## config.mk

```make
export PLATFORM = sky130hd
export DESIGN_NAME = ifu_fetch
export DESIGN_NICKNAME = d
export VERILOG_FILES = /design/src/rtl/cpu_pkg.sv /design/src/rtl/ifu_fetch.sv
export SDC_FILE = /design/constraint.sdc
export NUM_CORES = 1
export LEC_CHECK = 0
export CAP_MARGIN = 10
export CORE_ASPECT_RATIO = 0.8
export CORE_MARGIN = 3
export CORE_UTILIZATION = 24
export DETAILED_ROUTE_END_ITERATION = 12
export HOLD_SLACK_MARGIN = 0.1
export PLACE_DENSITY = 0.49
export SYNTH_ARGS = -nofsm -noshare
export SYNTH_HDL_FRONTEND = slang
export SYNTH_SLANG_ARGS = --single-unit
```

## constraint.sdc

```tcl
create_clock -name clk -period 5.86 [get_ports clk]
set_input_delay 0.586 -clock clk [delete_from_list [all_inputs] [get_ports clk]]
set_output_delay 0.586 -clock clk [all_outputs]
set_load 0.1 [all_outputs]
```

## src/rtl/cpu_pkg.sv

```systemverilog
// cpu_pkg -- shared definitions for the instruction-fetch slice.
//   XLEN_DEF / RESET_PC_DEF : default datapath width and boot address
//   PC_STEP                 : sequential fetch increment (one 32-bit word)
//   ifu_state_e             : fetch-unit state encoding
//   misaligned()            : true when an address is not word aligned
package cpu_pkg;

   localparam int          XLEN_DEF     = 32;
   localparam logic [31:0] RESET_PC_DEF = 32'h0000_0000;
   localparam logic [31:0] PC_STEP      = 32'd4;

   typedef enum logic [1:0] {
      FETCH = 2'd0,
      DRAIN = 2'd1,
      FULL  = 2'd2,
      FAULT = 2'd3
   } ifu_state_e;

   function automatic logic misaligned(input logic [1:0] lo);
      return (lo != 2'b00);
   endfunction

endpackage

```

## src/rtl/ifu_fetch.sv

```systemverilog
// ifu_fetch -- instruction-fetch stage.
// Owns the fetch PC, issues word fetches over a variable-latency req/ack
// interface, holds the returned word for decode (valid/ready) and accepts
// redirects at any time, discarding wrong-path responses.
// Ports:
//   clk, rst                  clock, synchronous active-high reset
//   redirect_valid/_pc        branch/jump redirect from execute
//   imem_req/_addr/_ack/_rdata instruction memory handshake
//   inst_valid/inst/inst_pc   held instruction to decode, inst_ready accepts
//   pc                        architectural next fetch address
// Optional feature (macro IFU_MISALIGN_CHECK_EN): adds fetch_fault and
// fault_pc; a misaligned fetch address parks the unit in FAULT instead of
// issuing a request, until the next redirect.
module ifu_fetch
   import cpu_pkg::*;
#(
   parameter int              XLEN     = XLEN_DEF,
   parameter logic [XLEN-1:0] RESET_PC = XLEN'(RESET_PC_DEF)
) (
   input  logic            clk,
   input  logic            rst,
   input  logic            redirect_valid,
   input  logic [XLEN-1:0] redirect_pc,
   output logic            imem_req,
   output logic [XLEN-1:0] imem_addr,
   input  logic            imem_ack,
   input  logic [XLEN-1:0] imem_rdata,
   output logic            inst_valid,
   output logic [XLEN-1:0] inst,
   output logic [XLEN-1:0] inst_pc,
   input  logic            inst_ready,
`ifdef IFU_MISALIGN_CHECK_EN
   output logic            fetch_fault,
   output logic [XLEN-1:0] fault_pc,
`endif
   output logic [XLEN-1:0] pc
);

`ifdef IFU_MISALIGN_CHECK_EN
   localparam ifu_state_e RST_STATE = misaligned(RESET_PC[1:0]) ? FAULT : FETCH;
`else
   localparam ifu_state_e RST_STATE = FETCH;
`endif

   ifu_state_e      state_r, state_nxt_s;
   logic [XLEN-1:0] pc_r, pc_nxt_s;
   logic [XLEN-1:0] addr_r, addr_nxt_s;
   logic [XLEN-1:0] inst_r, inst_pc_r;
   logic            inst_valid_r;
   logic            req_r;
   logic            fault_r;
   logic            load_inst_s;

   // Next-state, next-PC and next-address selection for the fetch FSM.
   always_comb begin
      state_nxt_s = state_r;
      pc_nxt_s    = pc_r;
      addr_nxt_s  = addr_r;
      load_inst_s = 1'b0;
      case (state_r)
         FETCH: begin
            if (imem_ack && redirect_valid) begin
               // Response is wrong-path; restart directly at the target.
               pc_nxt_s   = redirect_pc;
               addr_nxt_s = redirect_pc;
            end else if (imem_ack) begin
               load_inst_s = 1'b1;
               pc_nxt_s    = addr_r + XLEN'(PC_STEP);
               state_nxt_s = FULL;
            end else if (redirect_valid) begin
               // Request already in flight: keep addr stable, wait for its ack.
               pc_nxt_s    = redirect_pc;
               state_nxt_s = DRAIN;
            end else begin
               state_nxt_s = FETCH;
            end
         end
         DRAIN: begin
            if (imem_ack) begin
               pc_nxt_s    = redirect_valid ? redirect_pc : pc_r;
               addr_nxt_s  = redirect_valid ? redirect_pc : pc_r;
               state_nxt_s = FETCH;
            end else if (redirect_valid) begin
               pc_nxt_s = redirect_pc;
            end else begin
               state_nxt_s = DRAIN;
            end
         end
         FULL: begin
            if (redirect_valid) begin
               pc_nxt_s    = redirect_pc;
               addr_nxt_s  = redirect_pc;
               state_nxt_s = FETCH;
            end else if (inst_ready) begin
               addr_nxt_s  = pc_r;
               state_nxt_s = FETCH;
            end else begin
               state_nxt_s = FULL;
            end
         end
         FAULT: begin
            if (redirect_valid) begin
               pc_nxt_s    = redirect_pc;
               addr_nxt_s  = redirect_pc;
               state_nxt_s = FETCH;
            end else begin
               state_nxt_s = FAULT;
            end
         end
         default: begin
            state_nxt_s = FETCH;
         end
      endcase
`ifdef IFU_MISALIGN_CHECK_EN
      // Every entry into FETCH loads a new address; trap bad ones before a request.
      state_nxt_s = (state_nxt_s == FETCH && misaligned(addr_nxt_s[1:0])) ? FAULT : state_nxt_s;
`endif
   end

   // State, address and hold registers; output flags registered from next state.
   always_ff @(posedge clk) begin
      if (rst) begin
         state_r      <= RST_STATE;
         pc_r         <= RESET_PC;
         addr_r       <= RESET_PC;
         inst_r       <= '0;
         inst_pc_r    <= '0;
         inst_valid_r <= 1'b0;
         req_r        <= (RST_STATE == FETCH);
         fault_r      <= (RST_STATE == FAULT);
      end else begin
         state_r      <= state_nxt_s;
         pc_r         <= pc_nxt_s;
         addr_r       <= addr_nxt_s;
         if (load_inst_s) begin
            inst_r    <= imem_rdata;
            inst_pc_r <= addr_r;
         end else begin
            inst_r    <= inst_r;
            inst_pc_r <= inst_pc_r;
         end
         inst_valid_r <= (state_nxt_s == FULL);
         req_r        <= (state_nxt_s == FETCH) || (state_nxt_s == DRAIN);
         fault_r      <= (state_nxt_s == FAULT);
      end
   end

   // Request is masked while rst is high so no fetch leaves during reset.
   assign imem_req   = req_r & ~rst;
   assign imem_addr  = addr_r;
   assign inst_valid = inst_valid_r;
   assign inst       = inst_r;
   assign inst_pc    = inst_pc_r;
   assign pc         = pc_r;
`ifdef IFU_MISALIGN_CHECK_EN
   assign fetch_fault = fault_r;
   assign fault_pc    = addr_r;
`else
   logic unused_fault_s;
   assign unused_fault_s = fault_r;
`endif

endmodule

```

==> run metrics <==
I/O pin cnt=199; synthesis-to-layout area growth=47.9%; Antenna Diode Count=0; Slew headroom=29.2%; Die ar.=around 0.027 mm^2; Synth Flop Type=dfxtp_1; core footprint=0.0238 mm^2; postcts setup bufs=0; Synth area leaders=dfxtp_1 45%, nand2_1 10%, a21oi_1 8.2%; Die Ht=146 um; number of max-cap violations=0; Post-Synth Simple-Gate Area=22.1%; routability congestion estimate=0.732; Place WS=roughly 2900 ps; cells along the critical path=clkdlybuf4s50_1; Post-synth EDFFs=0; clk_lat worst skew=410 ps; layout cell share with drive strength beyond 1=7.33%; Worst Setup Slack, final=3110 ps; drt total wl=roughly 20,000 um; leakage dissipation=3.15 nW; power per cell area=roughly 350 mW/mm^2; overall routing resource usage=around 15%; DRT Pass-1 Iters=5; Post-Syn Instances=roughly 730; row cnt=50; final number of setup-violating endpoints=0; routed vias/inst=approximately 4.5; total number of vias=5,569; Die Span X=between 150 and 200 um; Crit. End Element=output port; Detailed Place HPWL=13,900 um; CP Data Required Time=approximately 5300 ps; Placed Cells=1,194; count leader, synth=nand2_1; DRC errors left=0; Total Power=~3.0 mW; Setup TNS Final=0 ps; syn avg cell area=8.07 um^2; CP Launch Type=flop; CTS tree=yes; mux contribution to synthesized area=5.98%; H-tree depth reported by CTS=4; routed length per placed instance=approximately 16 um; CTS Root Cell=clkbuf_16; fraction of registers with async set/reset=0%; Slew Viols, Final=0; Synth cell types=51; Buffers on Ports=198; Num CTS Buffers=17; status=complete, no violations; WP data arrival=around 2200 ps; CTS resizes=0; Crit Path Max Fanout=8; hold buffers post-CTS=0; maximum vdd drop=0.183 mV; Detail Route Antenna Nets=0; clock slew at reported path FFs=60 ps; Clock Path Buffers=2; CP Buf/Inv Count=1; endpoints failing hold=0; first-pass GRT wire length=31,700 um; Synth Area in XOR/XNOR=under 10%; Compound-Gate Fraction of Synth Area=18.1%; skew final=11.1 ps; RSZ-0062 raised after global routing=false; Mapped Area=0.00590 mm^2; Yosys top cell area share=44.8%; final period utilization=approximately 47%; Slew @ Worst Pin=1060 ps; number of global-route vias before repair=5,418; slowest stage cell, crit path=clkdlybuf4s50_1; Seq/Total Area, Yosys=44.8%; Mapped Nets=807; CP peak stage delay=1210 ps; Worst Hold Class=flop to flop; Yosys reg bits=about 130; fin crit period=2750 ps; CP top delay family=buffers and inverters; largest net degree at the start of global routing=89; final net count=approximately 980; fmax=approximately 0.36 GHz; synth cell count leaders=163 x nand2_1, 132 x dfxtp_1, 97 x a21oi_1; post-route non-filler standard cell count=~1,200; Crit Path Category=flop to output port; gr ovfl total=0; cell taking the most area after synthesis=dfxtp_1; initial antenna violation count=0; YS warnings=0; initial core utilization=between 20% and 30%; 1st-iter DRT viols=roughly 260; Post-Synth Adder-Cell Area=between 1 and 1.5%; main combinational cell family by area after synthesis=simple AND/OR/NAND/NOR gates; CTS Sinks=132
worst min-delay path, delay by kind of cell, from the launching register on:
family	cells	cell delay [ps]
compound gates	1	50
flops	1	300
simple gates	1	50
power by group:
part           internal [mW]  switching (mW)  total, mW
sequential             0.962          0.0781       1.04
clock                  0.686           0.420       1.11
combinational          0.229           0.640      0.869
total                   1.88            1.14       3.01
layout by cell type, fill, tap and decap left out, types with 7 or more instances in the layout:
cell,instances
clkdlybuf4s50_1,196
nand2_1,163
dfxtp_1,132
a21oi_1,97
nor2_1,69
a211oi_1,35
mux2i_1,33
xnor2_1,18
clkbuf_16,17
inv_1,12
nand3_1,12
o21ai_0,10
buf_4,10
nor3_1,7
stage by stage:
step / util (%) / hold WS (ps) / instance area, um^2
final: 36.7 / 453 / 8730
after CTS: 36.7 / 455 / 8730
after detailed placement: 34.2 / 447 / 8120
after global routing: 36.7 / 468 / 8730
after floorplan: - / 631 / 5900
after global placement: 34.2 / 441 / 8120
sequential cells by signal, summed over array words and instances, names as in the netlist:
name and cells:
pc 32, state_r 2, imem_addr 32, inst 32, inst_valid 1, req_r 1
inst_pc 32
layer usage:
metal,global-route usage [%],up-vias,routed length (um)
met5,0,-,0
met4,4.53,0,232
met3,3.79,15,1070
met2,22.3,134,8840
met1,21.3,2565,9980
li1,-,2855,-
final timing paths:
check	from	endpoint	slack, ps	depth (start not counted)
setup reg to reg	state_r[0]	pc[17]	3330	7
setup / recovery	imem_addr[9]	imem_addr[9]	3110	1
hold reg to reg	inst_pc[5]	inst_pc[5]	450	2
hold / removal	inst_pc[5]	inst_pc[5]	450	2
cell type report:
cell class	instances	area (um^2)
Timing Repair Buffer	207	2040
Sequential cell	132	2640
Multi-Input combinational cell	531	3000
Inverter	12	45.0
Fill cell	2488	15000
Clock buffer	22	494
Clock inverter	10	121
Tap cell	312	390
logic make-up (layout without fill, tap and decap cells):
family / after synthesis / after routing
simple gates: 294 / 294
compound gates: 175 / 175
flops: 132 / 132
buf+inv: 69 / 251
mux: 35 / 35
xor+xnor: 21 / 21
fa+ha+maj: 6 / 6
Power figures use the tool's default switching activity.
